==> src/rtl/mvm_mac_ctrl_if.sv <==
// Handshake/bus bundle for mvm_mac_ctrl: input stream, memory strobes/addresses,
// mac control and result handshake. master = controller side, slave = environment side.
interface mvm_mac_ctrl_if #(
  parameter int M    = 4,
  parameter int N    = 4,
  parameter int AW_M = (M * N > 1) ? $clog2(M * N) : 1,
  parameter int AW_X = (N > 1) ? $clog2(N) : 1,
  parameter int RW   = (M > 1) ? $clog2(M) : 1
);
  logic            s_valid;
  logic            s_ready;
  logic            wr_en_m;
  logic            wr_en_x;
  logic [AW_M-1:0] addr_m;
  logic [AW_X-1:0] addr_x;
  logic            mac_valid;
  logic            mac_clear;
  logic            mac_valid_out;
  logic            o_valid;
  logic            o_ready;
  logic [RW-1:0]   o_row;

  modport master (
    input  s_valid, mac_valid_out, o_ready,
    output s_ready, wr_en_m, wr_en_x, addr_m, addr_x,
           mac_valid, mac_clear, o_valid, o_row
  );

  modport slave (
    output s_valid, mac_valid_out, o_ready,
    input  s_ready, wr_en_m, wr_en_x, addr_m, addr_x,
           mac_valid, mac_clear, o_valid, o_row
  );
endinterface

==> src/rtl/mvm_mac_ctrl.sv <==
// Sequencing controller for a y = M*x matrix-vector product on one external MAC.
// Optional feature MATRIX_REUSE_EN: keep the matrix and reload only x after the last row.
module mvm_mac_ctrl #(
  parameter int M    = 4,
  parameter int N    = 4,
  parameter int AW_M = (M * N > 1) ? $clog2(M * N) : 1,
  parameter int AW_X = (N > 1) ? $clog2(N) : 1
) (
  input  logic            clk,
  input  logic            reset,
  mvm_mac_ctrl_if.master  bus
);

  localparam int RW = (M > 1) ? $clog2(M) : 1;
  localparam int CW = $clog2(N + 1);

  localparam logic [AW_M-1:0] LAST_M   = AW_M'(M * N - 1);
  localparam logic [AW_X-1:0] LAST_X   = AW_X'(N - 1);
  localparam logic [RW-1:0]   LAST_ROW = RW'(M - 1);
  localparam logic [CW-1:0]   N_CNT    = CW'(N);
  localparam logic [CW-1:0]   PRE_CNT  = CW'(N - 1);

  typedef enum logic [2:0] {
    LOAD_M,
    LOAD_X,
    CLEAR,
    ISSUE,
    DRAIN,
    OUT
  } state_t;

  state_t          state;
  logic [AW_M-1:0] addr_m;
  logic [AW_X-1:0] addr_x;
  logic [RW-1:0]   row;
  logic [CW-1:0]   pulse_cnt;
  logic            mac_valid;
  logic            mac_clear;
  logic            o_valid;
  logic [RW-1:0]   o_row;

  logic            loading;
  logic            s_ready;
  logic            beat;
  logic            count_en;
  logic            drain_done;
  logic [AW_M-1:0] row_base;

  assign loading    = (state == LOAD_M) || (state == LOAD_X);
  assign s_ready    = loading && !reset;
  assign beat       = bus.s_valid && s_ready;
  assign count_en   = ((state == ISSUE) || (state == DRAIN)) && bus.mac_valid_out;
  assign drain_done = (pulse_cnt == N_CNT) || (count_en && (pulse_cnt == PRE_CNT));
  assign row_base   = AW_M'(int'(row) * N);

  // Pulses arriving outside ISSUE/DRAIN belong to nobody and are dropped;
  // the count restarts in CLEAR so each row sees exactly its own N results.
  always_ff @(posedge clk) begin
    if (reset) begin
      state     <= LOAD_M;
      addr_m    <= '0;
      addr_x    <= '0;
      row       <= '0;
      pulse_cnt <= '0;
      mac_valid <= 1'b0;
      mac_clear <= 1'b0;
      o_valid   <= 1'b0;
      o_row     <= '0;
    end else begin
      mac_valid <= 1'b0;
      mac_clear <= 1'b0;
      if (count_en) begin
        pulse_cnt <= pulse_cnt + 1'b1;
      end

      case (state)
        LOAD_M: begin
          if (beat) begin
            if (addr_m == LAST_M) begin
              addr_m <= '0;
              addr_x <= '0;
              state  <= LOAD_X;
            end else begin
              addr_m <= addr_m + 1'b1;
            end
          end
        end

        LOAD_X: begin
          if (beat) begin
            if (addr_x == LAST_X) begin
              addr_x    <= '0;
              row       <= '0;
              mac_clear <= 1'b1;
              state     <= CLEAR;
            end else begin
              addr_x <= addr_x + 1'b1;
            end
          end
        end

        CLEAR: begin
          pulse_cnt <= '0;
          addr_m    <= row_base;
          addr_x    <= '0;
          state     <= ISSUE;
        end

        // mac_valid trails each address by one cycle to match the memory read latency.
        ISSUE: begin
          mac_valid <= 1'b1;
          if (addr_x == LAST_X) begin
            state <= DRAIN;
          end else begin
            addr_m <= addr_m + 1'b1;
            addr_x <= addr_x + 1'b1;
          end
        end

        DRAIN: begin
          if (drain_done) begin
            o_valid <= 1'b1;
            o_row   <= row;
            state   <= OUT;
          end
        end

        OUT: begin
          if (bus.o_ready) begin
            o_valid <= 1'b0;
            if (row == LAST_ROW) begin
              addr_m <= '0;
              addr_x <= '0;
              row    <= '0;
`ifdef MATRIX_REUSE_EN
              state  <= LOAD_X;
`else
              state  <= LOAD_M;
`endif
            end else begin
              row       <= row + 1'b1;
              mac_clear <= 1'b1;
              state     <= CLEAR;
            end
          end
        end

        default: begin
          state <= LOAD_M;
        end
      endcase
    end
  end

  assign bus.s_ready   = s_ready;
  assign bus.wr_en_m   = beat && (state == LOAD_M);
  assign bus.wr_en_x   = beat && (state == LOAD_X);
  assign bus.addr_m    = addr_m;
  assign bus.addr_x    = addr_x;
  assign bus.mac_valid = mac_valid;
  assign bus.mac_clear = mac_clear;
  assign bus.o_valid   = o_valid;
  assign bus.o_row     = o_row;

`ifndef SYNTHESIS
  a_wr_exclusive: assert property (@(posedge clk) !(bus.wr_en_m && bus.wr_en_x));

  a_no_issue_while_loading: assert property (
    @(posedge clk) disable iff (reset) mac_valid |-> !loading);

  a_out_stable: assert property (
    @(posedge clk) disable iff (reset)
    (o_valid && !bus.o_ready) |=> (o_valid && $stable(o_row)));
`endif

endmodule

==> src/flat_wrapper.sv <==
// flat-port wrapper written by rule: the top's interface ports become plain ports
module mvm_mac_ctrl_flat 
#(
  parameter int M    = 4,
  parameter int N    = 4,
  parameter int AW_M = (M * N > 1) ? $clog2(M * N) : 1,
  parameter int AW_X = (N > 1) ? $clog2(N) : 1
)
  (clk, reset, bus_s_valid, bus_mac_valid_out, bus_o_ready, bus_s_ready, bus_wr_en_m, bus_wr_en_x, bus_addr_m, bus_addr_x, bus_mac_valid, bus_mac_clear, bus_o_valid, bus_o_row);
  mvm_mac_ctrl_if #(.M(M), .N(N), .AW_M(AW_M), .AW_X(AW_X)) bus_i ();
  input  logic clk;
  input  logic reset;
  input wire logic [$bits(bus_i.s_valid)-1:0] bus_s_valid;
  input wire logic [$bits(bus_i.mac_valid_out)-1:0] bus_mac_valid_out;
  input wire logic [$bits(bus_i.o_ready)-1:0] bus_o_ready;
  output wire logic [$bits(bus_i.s_ready)-1:0] bus_s_ready;
  output wire logic [$bits(bus_i.wr_en_m)-1:0] bus_wr_en_m;
  output wire logic [$bits(bus_i.wr_en_x)-1:0] bus_wr_en_x;
  output wire logic [$bits(bus_i.addr_m)-1:0] bus_addr_m;
  output wire logic [$bits(bus_i.addr_x)-1:0] bus_addr_x;
  output wire logic [$bits(bus_i.mac_valid)-1:0] bus_mac_valid;
  output wire logic [$bits(bus_i.mac_clear)-1:0] bus_mac_clear;
  output wire logic [$bits(bus_i.o_valid)-1:0] bus_o_valid;
  output wire logic [$bits(bus_i.o_row)-1:0] bus_o_row;
  assign bus_i.s_valid = bus_s_valid;
  assign bus_i.mac_valid_out = bus_mac_valid_out;
  assign bus_i.o_ready = bus_o_ready;
  assign bus_s_ready = bus_i.s_ready;
  assign bus_wr_en_m = bus_i.wr_en_m;
  assign bus_wr_en_x = bus_i.wr_en_x;
  assign bus_addr_m = bus_i.addr_m;
  assign bus_addr_x = bus_i.addr_x;
  assign bus_mac_valid = bus_i.mac_valid;
  assign bus_mac_clear = bus_i.mac_clear;
  assign bus_o_valid = bus_i.o_valid;
  assign bus_o_row = bus_i.o_row;
  mvm_mac_ctrl #(.M(M), .N(N), .AW_M(AW_M), .AW_X(AW_X)) u_core (.clk(clk), .reset(reset), .bus(bus_i));
endmodule
==> config.mk <==
export PLATFORM = sky130hd
export DESIGN_NAME = mvm_mac_ctrl_flat
export DESIGN_NICKNAME = d
export VERILOG_FILES = /design/src/rtl/mvm_mac_ctrl_if.sv /design/src/rtl/mvm_mac_ctrl.sv /design/src/flat_wrapper.sv
export SDC_FILE = /design/constraint.sdc
export NUM_CORES = 1
export LEC_CHECK = 0
export CAP_MARGIN = 15
export CORE_MARGIN = 5
export CORE_UTILIZATION = 30
export CTS_CLUSTER_SIZE = 28
export DETAILED_ROUTE_END_ITERATION = 10
export HOLD_SLACK_MARGIN = 0.02
export MAX_ROUTING_LAYER = met4
export PLACE_DENSITY = 0.56
export SLEW_MARGIN = 25
export SYNTH_ARGS = -nofsm -noshare
export SYNTH_HDL_FRONTEND = slang
export SYNTH_SLANG_ARGS = --single-unit
==> constraint.sdc <==
create_clock -name clk -period 3 [get_ports clk]
set_input_delay 0.45 -clock clk [delete_from_list [all_inputs] [get_ports clk]]
set_output_delay 0.45 -clock clk [all_outputs]
set_load 0.05 [all_outputs]
Yosys cells after proc, flatten, opt, wreduce, memory -nomap -nowiden
Index checks and enable logic that the tools add are counted.
- flip-flop bits (word level): 19
- latch bits: 0
- bits in writable memories: 0
- memory bits (read-only): 0
- input port bits: 5
- output and inout bits: 14
- logic and storage cells: 91
- memories: 0
- $add $sub $neg: 4
- multipliers: 0
- divide/modulo/power cells: 0
- magnitude comparators: 0
- equal/unequal tests: 19
- shift operators: 0
- muxes and demuxes: 37
- bitwise operators: 0
- reduce and logical (&&, ||, !) cells: 22
- operator list (cell ; number):
    two-way mux 2 bit ; 12
    two-way mux 3 bit ; 7
    two-way mux 4 bit ; 5
    one-hot mux 3 bit (6 select lines) ; 1
    one-hot mux 4 bit (4 select lines) ; 1
    AND reduction 7 bit ; 2
    != test 2 bit, second input constant ; 5
    one-hot mux 2 bit (5 select lines) ; 1
    == test 3 x 2 -> 1 bit, second input constant ; 3
    == test 3 bit, second input constant ; 3
    != test 2 x 1 -> 1 bit, second input constant ; 4
    two-way mux 1 bit ; 7
    logical AND 1 bit ; 6
    AND reduction 5 bit ; 1
    nonzero test 5 bit ; 1
    adder 2 x 1 -> 2 bit, second input constant ; 2
    adder 4 x 1 -> 4 bit, second input constant ; 1
    == test 2 bit, second input constant ; 2
    == test 4 bit, second input constant ; 1
    one-hot mux 1 bit (2 select lines) ; 2
    one-hot mux 2 bit (2 select lines) ; 1
    AND reduction 4 bit ; 1
    nonzero test 2 bit ; 2
    nonzero test 4 bit ; 1
    8 further kinds ; 10

Longest topological paths before layout
Gate-level depths: netlist of run 1.
- depth after elaboration: 7
- depth in mapped cells: 6
- depth with buffers taken out: 6

Least setup slack after synthesis of run 1
Ideal clock, no wire load.
- path kind: input -> output
- start: in reset
- end: out bus_s_ready
- arrival time: 1.909 ns
- data required time: 2.550 ns
- setup slack: 0.641 ns
- cell stages on the path: 3
- path buffers: 2
- path through: clkbuf_1 buf_1 nor3_1
- longest elaborated chain between the ends: 2
- RTL lines (element ; line ; source):
    start: declaration ; flat_wrapper.sv:12 ; input logic reset;
    zero test 1 bit ; mvm_mac_ctrl.sv:50 ; assign s_ready = loading && !reset;
    logical AND 1 bit ; mvm_mac_ctrl.sv:50 ;
    end: declaration ; flat_wrapper.sv:16 ; output wire logic [$bits(bus_i.s_ready)-1:0] bus_s_ready;
No other way between the ends.

Worst setup path after layout of run 1
- start: in bus_s_valid
- end: out bus_wr_en_m
- longest elaborated chain between the ends: 2
- RTL lines (element ; line ; source):
    start: declaration ; flat_wrapper.sv:13 ; input wire logic [$bits(bus_i.s_valid)-1:0] bus_s_valid;
    logical AND 1 bit ; mvm_mac_ctrl.sv:51 ; assign beat = bus.s_valid && s_ready;
    logical AND 1 bit ; mvm_mac_ctrl.sv:156 ; assign bus.wr_en_m = beat && (state == LOAD_M);
    end: declaration ; flat_wrapper.sv:17 ; output wire logic [$bits(bus_i.wr_en_m)-1:0] bus_wr_en_m;
No other way between the ends.

==> results_dict.tcl, run 1 <==
set metrics [dict create \
    required_ps 2550 \
    dp_hpwl_um 1960 \
    ys_seq_elements 19 \
    numClockSinks 19 \
    die_h_um 71.5 \
    path_cells "clkdlybuf4s50_1 -> nand2b_1 -> or2_2 -> nor2_1 -> buf_12" \
    intPower_uw 369 \
    p_clk_share_pct 38.4 \
    firstDrtPassIters 6 \
    maxSlewViolCount 0 \
    crit_path_max_fanout 3 \
    fin_worst_skew_ps 1.07 \
    leakage_nw 0.509 \
    grt_pass1_vias 994 \
    rows 22 \
    ant_nets 0 \
    hold_class "register to register" \
    clock-root-buffer "clkbuf_8" \
    drt-total-wl_um 2700 \
    fillers 373 \
    core_sq_um 3660 \
    synthTopCellsByCount "dfxtp_1 (19), nor2_1 (10), a21oi_1 (7), inv_1 (7)" \
    syn_area_sq_um 1140 \
    grt_max_degree 26 \
    path_class "input port to primary output" \
    overflow 0 \
    setup_tns_ps 0 \
    worst_pin_slew_ps 692 \
    slowest_stage "clkdlybuf4s50_1" \
    setup_viol_count_final 0 \
    period_share_pct 71.7 \
    async_flop_share_pct 0 \
    crit_buf_inv 2 \
    ios 19 \
    vias 1005 \
    synth.area.top_cells "dfxtp_1 (33%), ha_1 (6.6%), mux2i_1 (3.5%)" \
    power_density_nw_per_um2 352 \
    timing.fmax_mhz 465 \
    drive_gt1_share_pct 12.9 \
    rsz0062_at_grt "no" \
    syn_to_final_growth_pct 24.7 \
    worstPathArrival_ps 1700 \
    ctsHoldBuffers 0 \
    slowest_delay_ps 510 \
    finalCriticalPeriod_ps 2150 \
    clock_latency_ps 260 \
    post_cts_resized 0 \
    ys_seq_area_share_pct 33.5 \
    cts_tree "yes" \
    start_kind "input port" \
    hold_violations 0 \
    via_per_inst 5.15 \
    wl_per_cell_um 13.9 \
    cts-htree-levels 1 \
    max-cap-violations 0 \
    grt_pass1_wl_um 4590 \
    power.switching_uw 130 \
    switching_share_pct 26.0 \
    maxSlewHeadroom_pct 53.8 \
    grt_usage_pct 11.2 \
    synth.most_common_cell "dfxtp_1" \
    numPlacedInstances 191 \
    drtIter0Drc 85 \
    yosysTopAreaCellShare_pct 33.5 \
    ys_types 46 \
    n_antenna_cell 0 \
    antenna_found_initial 0 \
    clkTransAtPathRegs_ps 80 \
    stdcell_count 195 \
    vdd_drop_max_mv 0.126 \
    yosys_warnings 0 \
    portBuffers 18 \
    syn-num-nets 141 \
    power_frac_seq_pct 51.7 \
    place.gp.congestion 0.818 \
    yosysTopAreaCell "dfxtp_1" \
    synth-edff-count 0 \
    combPwrFrac_pct 9.8 \
    outcome "complete, no violations" \
    postCtsSetupBuffers 0 \
    final_nets 159 \
    start_util_pct 31.0 \
    synth_ff_type "dfxtp_1" \
    syn_avg_cell_area_sq_um 8.74 \
    cts_max_path_buffers 2 \
    drcViolationCount 0 \
    cp_top_family "buffers and inverters" \
    numCtsBuffers 3 \
    die_w_um 71.5 \
    dieArea_sq_um 5120 \
    syn_inst 130 \
    crit_path_end_kind "primary output" \
]
==> layout by cell type, fill, tap and decap left out, types with 2 or more instances in the layout <==
cell,instances
nand2_1,6
a21oi_1,7
nor3_1,4
a22oi_1,2
a221oi_2,2
xnor2_1,2
and2_1,3
buf_12,2
dfxtp_1,19
nor3b_1,3
buf_4,2
o21ai_0,6
a31oi_1,2
nand3b_1,2
clkbuf_8,3
clkdlybuf4s50_1,15
or2_2,3
a21boi_0,2
nor2b_1,3
mux2i_1,4
inv_1,7
ha_1,6
nor2_1,10
nand3_1,4
nand2b_1,6
==> cell type report <==
| class | count | area, sq um | share of cell area [%] |
|---|---|---|---|
| inverter | 7 | 26.3 | 1.86 |
| clock inverter | 1 | 7.51 | 0.530 |
| tap | 48 | 60.1 | 4.24 |
| timing repair buffer | 19 | 205 | 14.5 |
| multi-input combinational | 98 | 696 | 49.1 |
| clock buffer | 3 | 41.3 | 2.92 |
| sequential | 19 | 380 | 26.9 |
==> logic make-up (layout without fill, tap and decap cells) <==
kind of cell,count (synthesis),after routing,synth area share [%]
and+or+nand+nor,49,49,24.3
muxes,4,4,3.52
xor gates and xnor gates,2,2,1.54
DFF,19,19,33.5
buffers and inverters,13,30,5.29
adders and majority gates,6,6,6.61
AOI/OAI and AO/OA,37,37,25.2
==> metrics by stage <==
stage / setup WS [ps] / cell area, sq um / hold WS (ps) / power, mW / utilization, %
after floorplan: 641 / 1140 / 461 / 0.292 / -
after global placement: 864 / 1370 / 474 / 0.312 / 37.4
after detailed placement: 826 / 1370 / 482 / 0.313 / 37.4
after CTS: 829 / 1420 / 508 / 0.504 / 38.7
after global routing: 767 / 1420 / 535 / 0.511 / 38.7
final: 848 / 1420 / 504 / 0.498 / 38.7
==> final timing paths <==
path                                    start                                to  slack [ps]  depth (start not counted)
max                               bus_s_valid                       bus_wr_en_m         850                          5
min          u_core.bus.o_row[1]$_SDFFE_PP0P_  u_core.bus.o_row[1]$_SDFFE_PP0P_         500                          2
min reg2reg  u_core.bus.o_row[1]$_SDFFE_PP0P_  u_core.bus.o_row[1]$_SDFFE_PP0P_         500                          2
max reg2reg      u_core.state[2]$_SDFFE_PP0P_  u_core.pulse_cnt[2]$_SDFFE_PP0N_        1170                          4
==> registers in the layout (all words and copies together), names as in the netlist <==
signal,count
u_core.bus.addr_m,4
u_core.pulse_cnt,3
u_core.state,3
u_core.bus.addr_x,2
u_core.bus.o_row,2
u_core.row,2
u_core.bus.mac_clear,1
u_core.bus.mac_valid,1
u_core.bus.o_valid,1
==> layer usage <==
metal / wire, um / vias to the layer above / global-route usage [%]
li1: - / 504 / -
met2: 1250 / 21 / 17.3
met3: 97 / 4 / 2.10
met4: 31 / 0 / 4.59
met1: 1330 / 476 / 14.3
met5: 0 / - / -
==> power groups by stage <==
stage | Combinational, mW | Sequential, mW | Clock [mW]
2_1_floorplan | 0.0210 | 0.271 | 0
5_1_grt | 0.0523 | 0.258 | 0.201
3_3_place_gp | 0.0486 | 0.263 | 0
3_5_place_dp | 0.0495 | 0.264 | 0
4_1_cts | 0.0496 | 0.258 | 0.197
6_report | 0.0490 | 0.258 | 0.192
==> tightest hold or removal path, cell delays in order, from the launching register on <==
cell and delay (ps):
dfxtp_1 330, mux2i_1 60, nor2_1 80
(Power assumes the default switching activity.)
==> inputs of run 2 (changes only) <==
Clock period 3 ns to 2.3 ns, I/O delays scaled along.
==> run 2 against run 1 <==
  * Global-route usage fell by 0.56 points
  * Worst setup slack got worse by 520 ps
  * Cell count rose by 1.0%
  * First-iteration DRC count fell by 19%
  * Critical path type is now register to primary output
  * Highest routed layer unchanged
==> results_dict.tcl, run 2 (same netlist as run 1, synthesis figures left out) <==
set metrics [dict create \
    outcome "complete, no violations" \
    final_common_cell "dfxtp_1" \
    final_nets 161 \
    drcViolationCount 0 \
    start_kind "register" \
    n_antenna_cell 0 \
    syn_to_final_growth_pct 26.9 \
    slowest_stage "dfxtp_1" \
    dpl-instance-area_sq_um 1400 \
    grt_max_degree 18 \
    power_frac_seq_pct 52.1 \
    p_clk_share_pct 37.3 \
    place.gp.congestion 0.828 \
    die_h_um 71.5 \
    overflow 0 \
    worstPathArrival_ps 1630 \
    hold_class "register to register" \
    ant_nets 0 \
    portBuffers 18 \
    largest_reg_flops 4 \
    reg.largest.list "u_core.bus.addr_m x4, u_core.pulse_cnt x3, u_core.state x3" \
    slowest_delay_ps 650 \
    ctsHoldBuffers 0 \
    worst_pin_slew_ps 516 \
    final_cell_mix "dfxtp_1 (19), clkdlybuf4s50_1 (15), nor2_1 (10)" \
    ios 19 \
    drt-total-wl_um 2530 \
    setup_tns_ps 0 \
    die_w_um 71.5 \
    vdd_drop_max_mv 0.174 \
    grt_pass1_vias 970 \
    switching_share_pct 25.2 \
    cts-htree-levels 1 \
    postCtsSetupBuffers 0 \
    timing.fmax_mhz 507 \
    post_cts_resized 0 \
    intPower_uw 482 \
    setup_viol_count_final 0 \
    vias 996 \
    clock_latency_ps 260 \
    rsz0062_at_grt "no" \
    grt_usage_pct 10.7 \
    rows 22 \
    dp_hpwl_um 1900 \
    maxSlewViolCount 0 \
    design_area_sq_um 1440 \
    finalCriticalPeriod_ps 1970 \
    period_share_pct 85.8 \
    power.switching_uw 162 \
    path_cells "or2b_1 -> nor2_1 -> buf_12" \
    core_sq_um 3660 \
    drtIter0Drc 69 \
    via_per_inst 5.06 \
    wl_per_cell_um 12.9 \
    combPwrFrac_pct 10.5 \
    crit_path_max_fanout 17 \
    fin_worst_skew_ps 3.15 \
    cts_tree "yes" \
    grt_pass1_wl_um 4310 \
    dieArea_sq_um 5120 \
    crit_path_end_kind "primary output" \
    hold_violations 0 \
    required_ps 1960 \
    path_class "register to primary output" \
    fin_util_pct 39.4 \
    crit_buf_inv 1 \
    largest-register "u_core.bus.addr_m" \
    numClockSinks 19 \
    leakage_nw 0.528 \
    maxSlewHeadroom_pct 65.5 \
    firstDrtPassIters 5 \
    max-cap-violations 0 \
    clock-root-buffer "clkbuf_8" \
    numCtsBuffers 3 \
    drive_gt1_share_pct 14.1 \
    power_density_nw_per_um2 447 \
    clkTransAtPathRegs_ps 80 \
    cp_top_family "flip-flops" \
    cts_max_path_buffers 2 \
    start_util_pct 31.0 \
    antenna_found_initial 0 \
]
## run 2: metal layers
metal,routed length [um],up-vias,GRT usage [%]
li1,-,515,-
met1,1300,466,14.6
met4,19,0,3.55
met2,1120,13,15.2
met3,95,2,2.66
met5,0,-,-
## run 2: area by class of cell
| type | instances | area [sq um] |
|---|---|---|
| well taps | 48 | 60.1 |
| multi-input cells | 98 | 696 |
| inverters | 7 | 26.3 |
| clock inverters | 1 | 5.00 |
| clock buffers | 3 | 41.3 |
| flip-flops and latches | 19 | 380 |
| fillers | 371 | 2220 |
| repair buffers | 21 | 233 |
## run 2: final timing paths
path	startpoint	end	slack, ps	depth (start not counted)
hold / removal	u_core.pulse_cnt[2]$_SDFFE_PP0N_	u_core.pulse_cnt[2]$_SDFFE_PP0N_	500	2
setup / recovery	u_core.state[0]$_SDFFE_PP0P_	bus_wr_en_x	330	3
setup reg to reg	u_core.bus.addr_x[0]$_SDFFE_PP0P_	u_core.bus.addr_m[2]$_SDFFE_PP0P_	610	5
hold reg to reg	u_core.pulse_cnt[2]$_SDFFE_PP0N_	u_core.pulse_cnt[2]$_SDFFE_PP0N_	500	2
## run 2: metrics by stage
stage / power, mW / hold slack (ps) / setup WS [ps] / instances
after floorplan: 0.381 / 461 / 151 / 130
after global placement: 0.411 / 473 / 373 / 193
after detailed placement: 0.412 / 487 / 332 / 193
after CTS: 0.653 / 499 / 323 / 197
after global routing: 0.671 / 526 / 229 / 197
final: 0.644 / 496 / 326 / 197
## run 2: worst reg2reg max path: stages (launching register included)
cell       delay [ps]
dfxtp_1           340
ha_1              290
a21oi_1           200
a2bb2oi_2         320
o211ai_1          170
a221oi_2          280
## run 2: power by group through the flow
stage / clock network, mW / logic [mW] / registers, mW
after floorplan: 0 / 0.0274 / 0.354
after global placement: 0 / 0.0681 / 0.343
after detailed placement: 0 / 0.0684 / 0.344
after CTS: 0.248 / 0.0687 / 0.336
after global routing: 0.262 / 0.0724 / 0.336
final: 0.240 / 0.0679 / 0.336
==> inputs of run 3 (changes only) <==
Settings changed: CORE_UTILIZATION 30 to 52, PLACE_DENSITY 0.56 to unset, PLACE_DENSITY_LB_ADDON set to 0.15.
==> run 3 against run 2 <==
  * Critical path depth unchanged
  * First-iteration DRC count down 80%
  * Core utilization up 25 points
  * Non-clock buffer count down 1
  * Register-to-register slack worse by 170 ps
  * Worst setup slack worse by 13 ps
  * Maximum frequency down 0.67%
  * Worst hold slack better by 2.0 ps
  * Sequential power about the same
  * Sequential cell count unchanged
  * Critical path type unchanged
  * Critical endpoint is now bus_wr_en_m
==> results_dict.tcl, run 3 (same netlist as run 1, synthesis figures left out) <==
set metrics [dict create \
    slowest_stage "dfxtp_1" \
    wl_met1_um 1180 \
    post_cts_resized 0 \
    dp_hpwl_um 1870 \
    regArea_sq_um 380 \
    largest_reg_flops 4 \
    place.gp.congestion 0.873 \
    drive_gt1_share_pct 12.8 \
    overflow 0 \
    rsz0062_at_grt "no" \
    ctsHoldBuffers 0 \
    drt-total-wl_um 2520 \
    path_class "register to primary output" \
    core_sq_um 2150 \
    final_cell_mix "dfxtp_1 (19), clkdlybuf4s50_1 (15), nor2_1 (10)" \
    numClockSinks 19 \
    finalCriticalPeriod_ps 1990 \
    reg.largest.list "u_core.bus.addr_m x4, u_core.pulse_cnt x3, u_core.state x3" \
    fin_util_pct 64.6 \
    n_antenna_cell 0 \
    cts-htree-levels 1 \
    grt_usage_pct 17.1 \
    antenna_found_initial 0 \
    dr_wl_met2_um 1170 \
    period_share_pct 86.4 \
    fillers 197 \
    drcViolationCount 0 \
    final_nets 160 \
    maxSlewHeadroom_pct 54.7 \
    required_ps 1960 \
    worst_pin_slew_ps 678 \
    die_h_um 56.7 \
    wl_met3_um 120 \
    clock_latency_ps 300 \
    grt_max_degree 26 \
    setup_viol_count_final 0 \
    setup_tns_ps 0 \
    die_w_um 56.7 \
    largest-register "u_core.bus.addr_m" \
    drtIter0Drc 14 \
    grt_pass1_wl_um 4220 \
    fin_worst_skew_ps 0.583 \
    final_common_cell "dfxtp_1" \
    crit_path_end_kind "primary output" \
    maxSlewViolCount 0 \
    firstDrtPassIters 4 \
    vias 1022 \
    multi_input_area_sq_um 696 \
    numCtsBuffers 3 \
    leakage_nw 0.512 \
    cp.depth 3 \
    vdd_drop_max_mv 0.433 \
    timing.fmax_mhz 503 \
    dpl-instance-area_sq_um 1360 \
    portBuffers 18 \
    cts_max_path_buffers 2 \
    r2r_setup_slack_ps 440 \
    regToRegStartpoint "u_core.state[2]$_SDFFE_PP0P_" \
    syn_to_final_growth_pct 22.2 \
    setup.worst_path.start "u_core.state[2]$_SDFFE_PP0P_" \
    highest_layer "met4" \
    cts_tree "yes" \
    max-cap-violations 0 \
    outcome "complete, no violations" \
    crit_buf_inv 1 \
    slowest_delay_ps 540 \
    dieArea_sq_um 3220 \
    start_util_pct 52.9 \
    ios 19 \
    power_density_nw_per_um2 416 \
    reg2regPathDepth 4 \
    crit_path_end "bus_wr_en_m" \
    cp_top_family "simple AND/OR/NAND/NOR gates" \
    crit_path_max_fanout 21 \
    via_per_inst 5.81 \
    hold_class "register to register" \
    numPlacedInstances 172 \
    path_cells "or2_2 -> nor2_1 -> buf_12" \
    reg2reg_to "u_core.pulse_cnt[2]$_SDFFE_PP0N_" \
    clkTransAtPathRegs_ps 110 \
    hold_violations 0 \
    ant_nets 0 \
    rows 17 \
    start_kind "register" \
    clock-root-buffer "clkbuf_4" \
    postCtsSetupBuffers 0 \
    power.total_uw 577 \
    worstPathArrival_ps 1640 \
    wl_per_cell_um 14.3 \
    stdcell_count 176 \
    design_area_sq_um 1390 \
    grt_pass1_vias 951 \
]
==> run 3: changes by cell type in the layout (fill, tap and decap cells not counted), sizes merged <==
cell and delta:
buf -1, clkinv -1, clkbuf +1
==> run 3: final cells by class <==
cell class	count	area share, %
repair buffers	20	16.2
well taps	28	2.52
clock buffers	4	1.89
flip-flops and latches	19	27.4
multi-input cells	98	50.1
inverters	7	1.89
==> run 3: worst min-delay path by stage <==
stage / startpoint / end / slack, ps / cells past startpoint
finish: u_core.bus.o_valid$_SDFFE_PP0P_ / u_core.bus.o_valid$_SDFFE_PP0P_ / 500 / 2
global route: u_core.bus.o_row[1]$_SDFFE_PP0P_ / u_core.bus.o_row[1]$_SDFFE_PP0P_ / 550 / 2
CTS: u_core.bus.o_valid$_SDFFE_PP0P_ / u_core.bus.o_valid$_SDFFE_PP0P_ / 500 / 2
detailed placement: u_core.bus.o_valid$_SDFFE_PP0P_ / u_core.bus.o_valid$_SDFFE_PP0P_ / 480 / 2
global placement: u_core.pulse_cnt[2]$_SDFFE_PP0N_ / u_core.pulse_cnt[2]$_SDFFE_PP0N_ / 470 / 2
floorplan: u_core.pulse_cnt[2]$_SDFFE_PP0N_ / u_core.pulse_cnt[2]$_SDFFE_PP0N_ / 460 / 2
==> run 3: where the power goes <==
part / internal (mW) / switching, mW / leakage [nW]
Clock: 0.0677 / 0.107 / 0.0150
Sequential: 0.332 / 0.00427 / 0.153
Combinational: 0.0288 / 0.0380 / 0.344
==> run 3: layer usage <==
metal	vias up	global-route usage [%]
li1	508	-
met1	486	21.9
met2	24	25.9
met3	4	3.22
met4	0	8.28
met5	-	-
==> run 3: worst register-to-register path, stage by stage (launching register included) <==
cell,delay [ps]
dfxtp_1,770
and3b_2,300
o21ai_2,250
nor2_1,70
a2111oi_1,350
==> run 3: per-stage QoR <==
stage                     worst slack (ps)  hold WS, ps
after floorplan                        151          461
after global placement                 335          469
after detailed placement               255          482
after CTS                              313          501
after global routing                   238          547
final                                  313          498
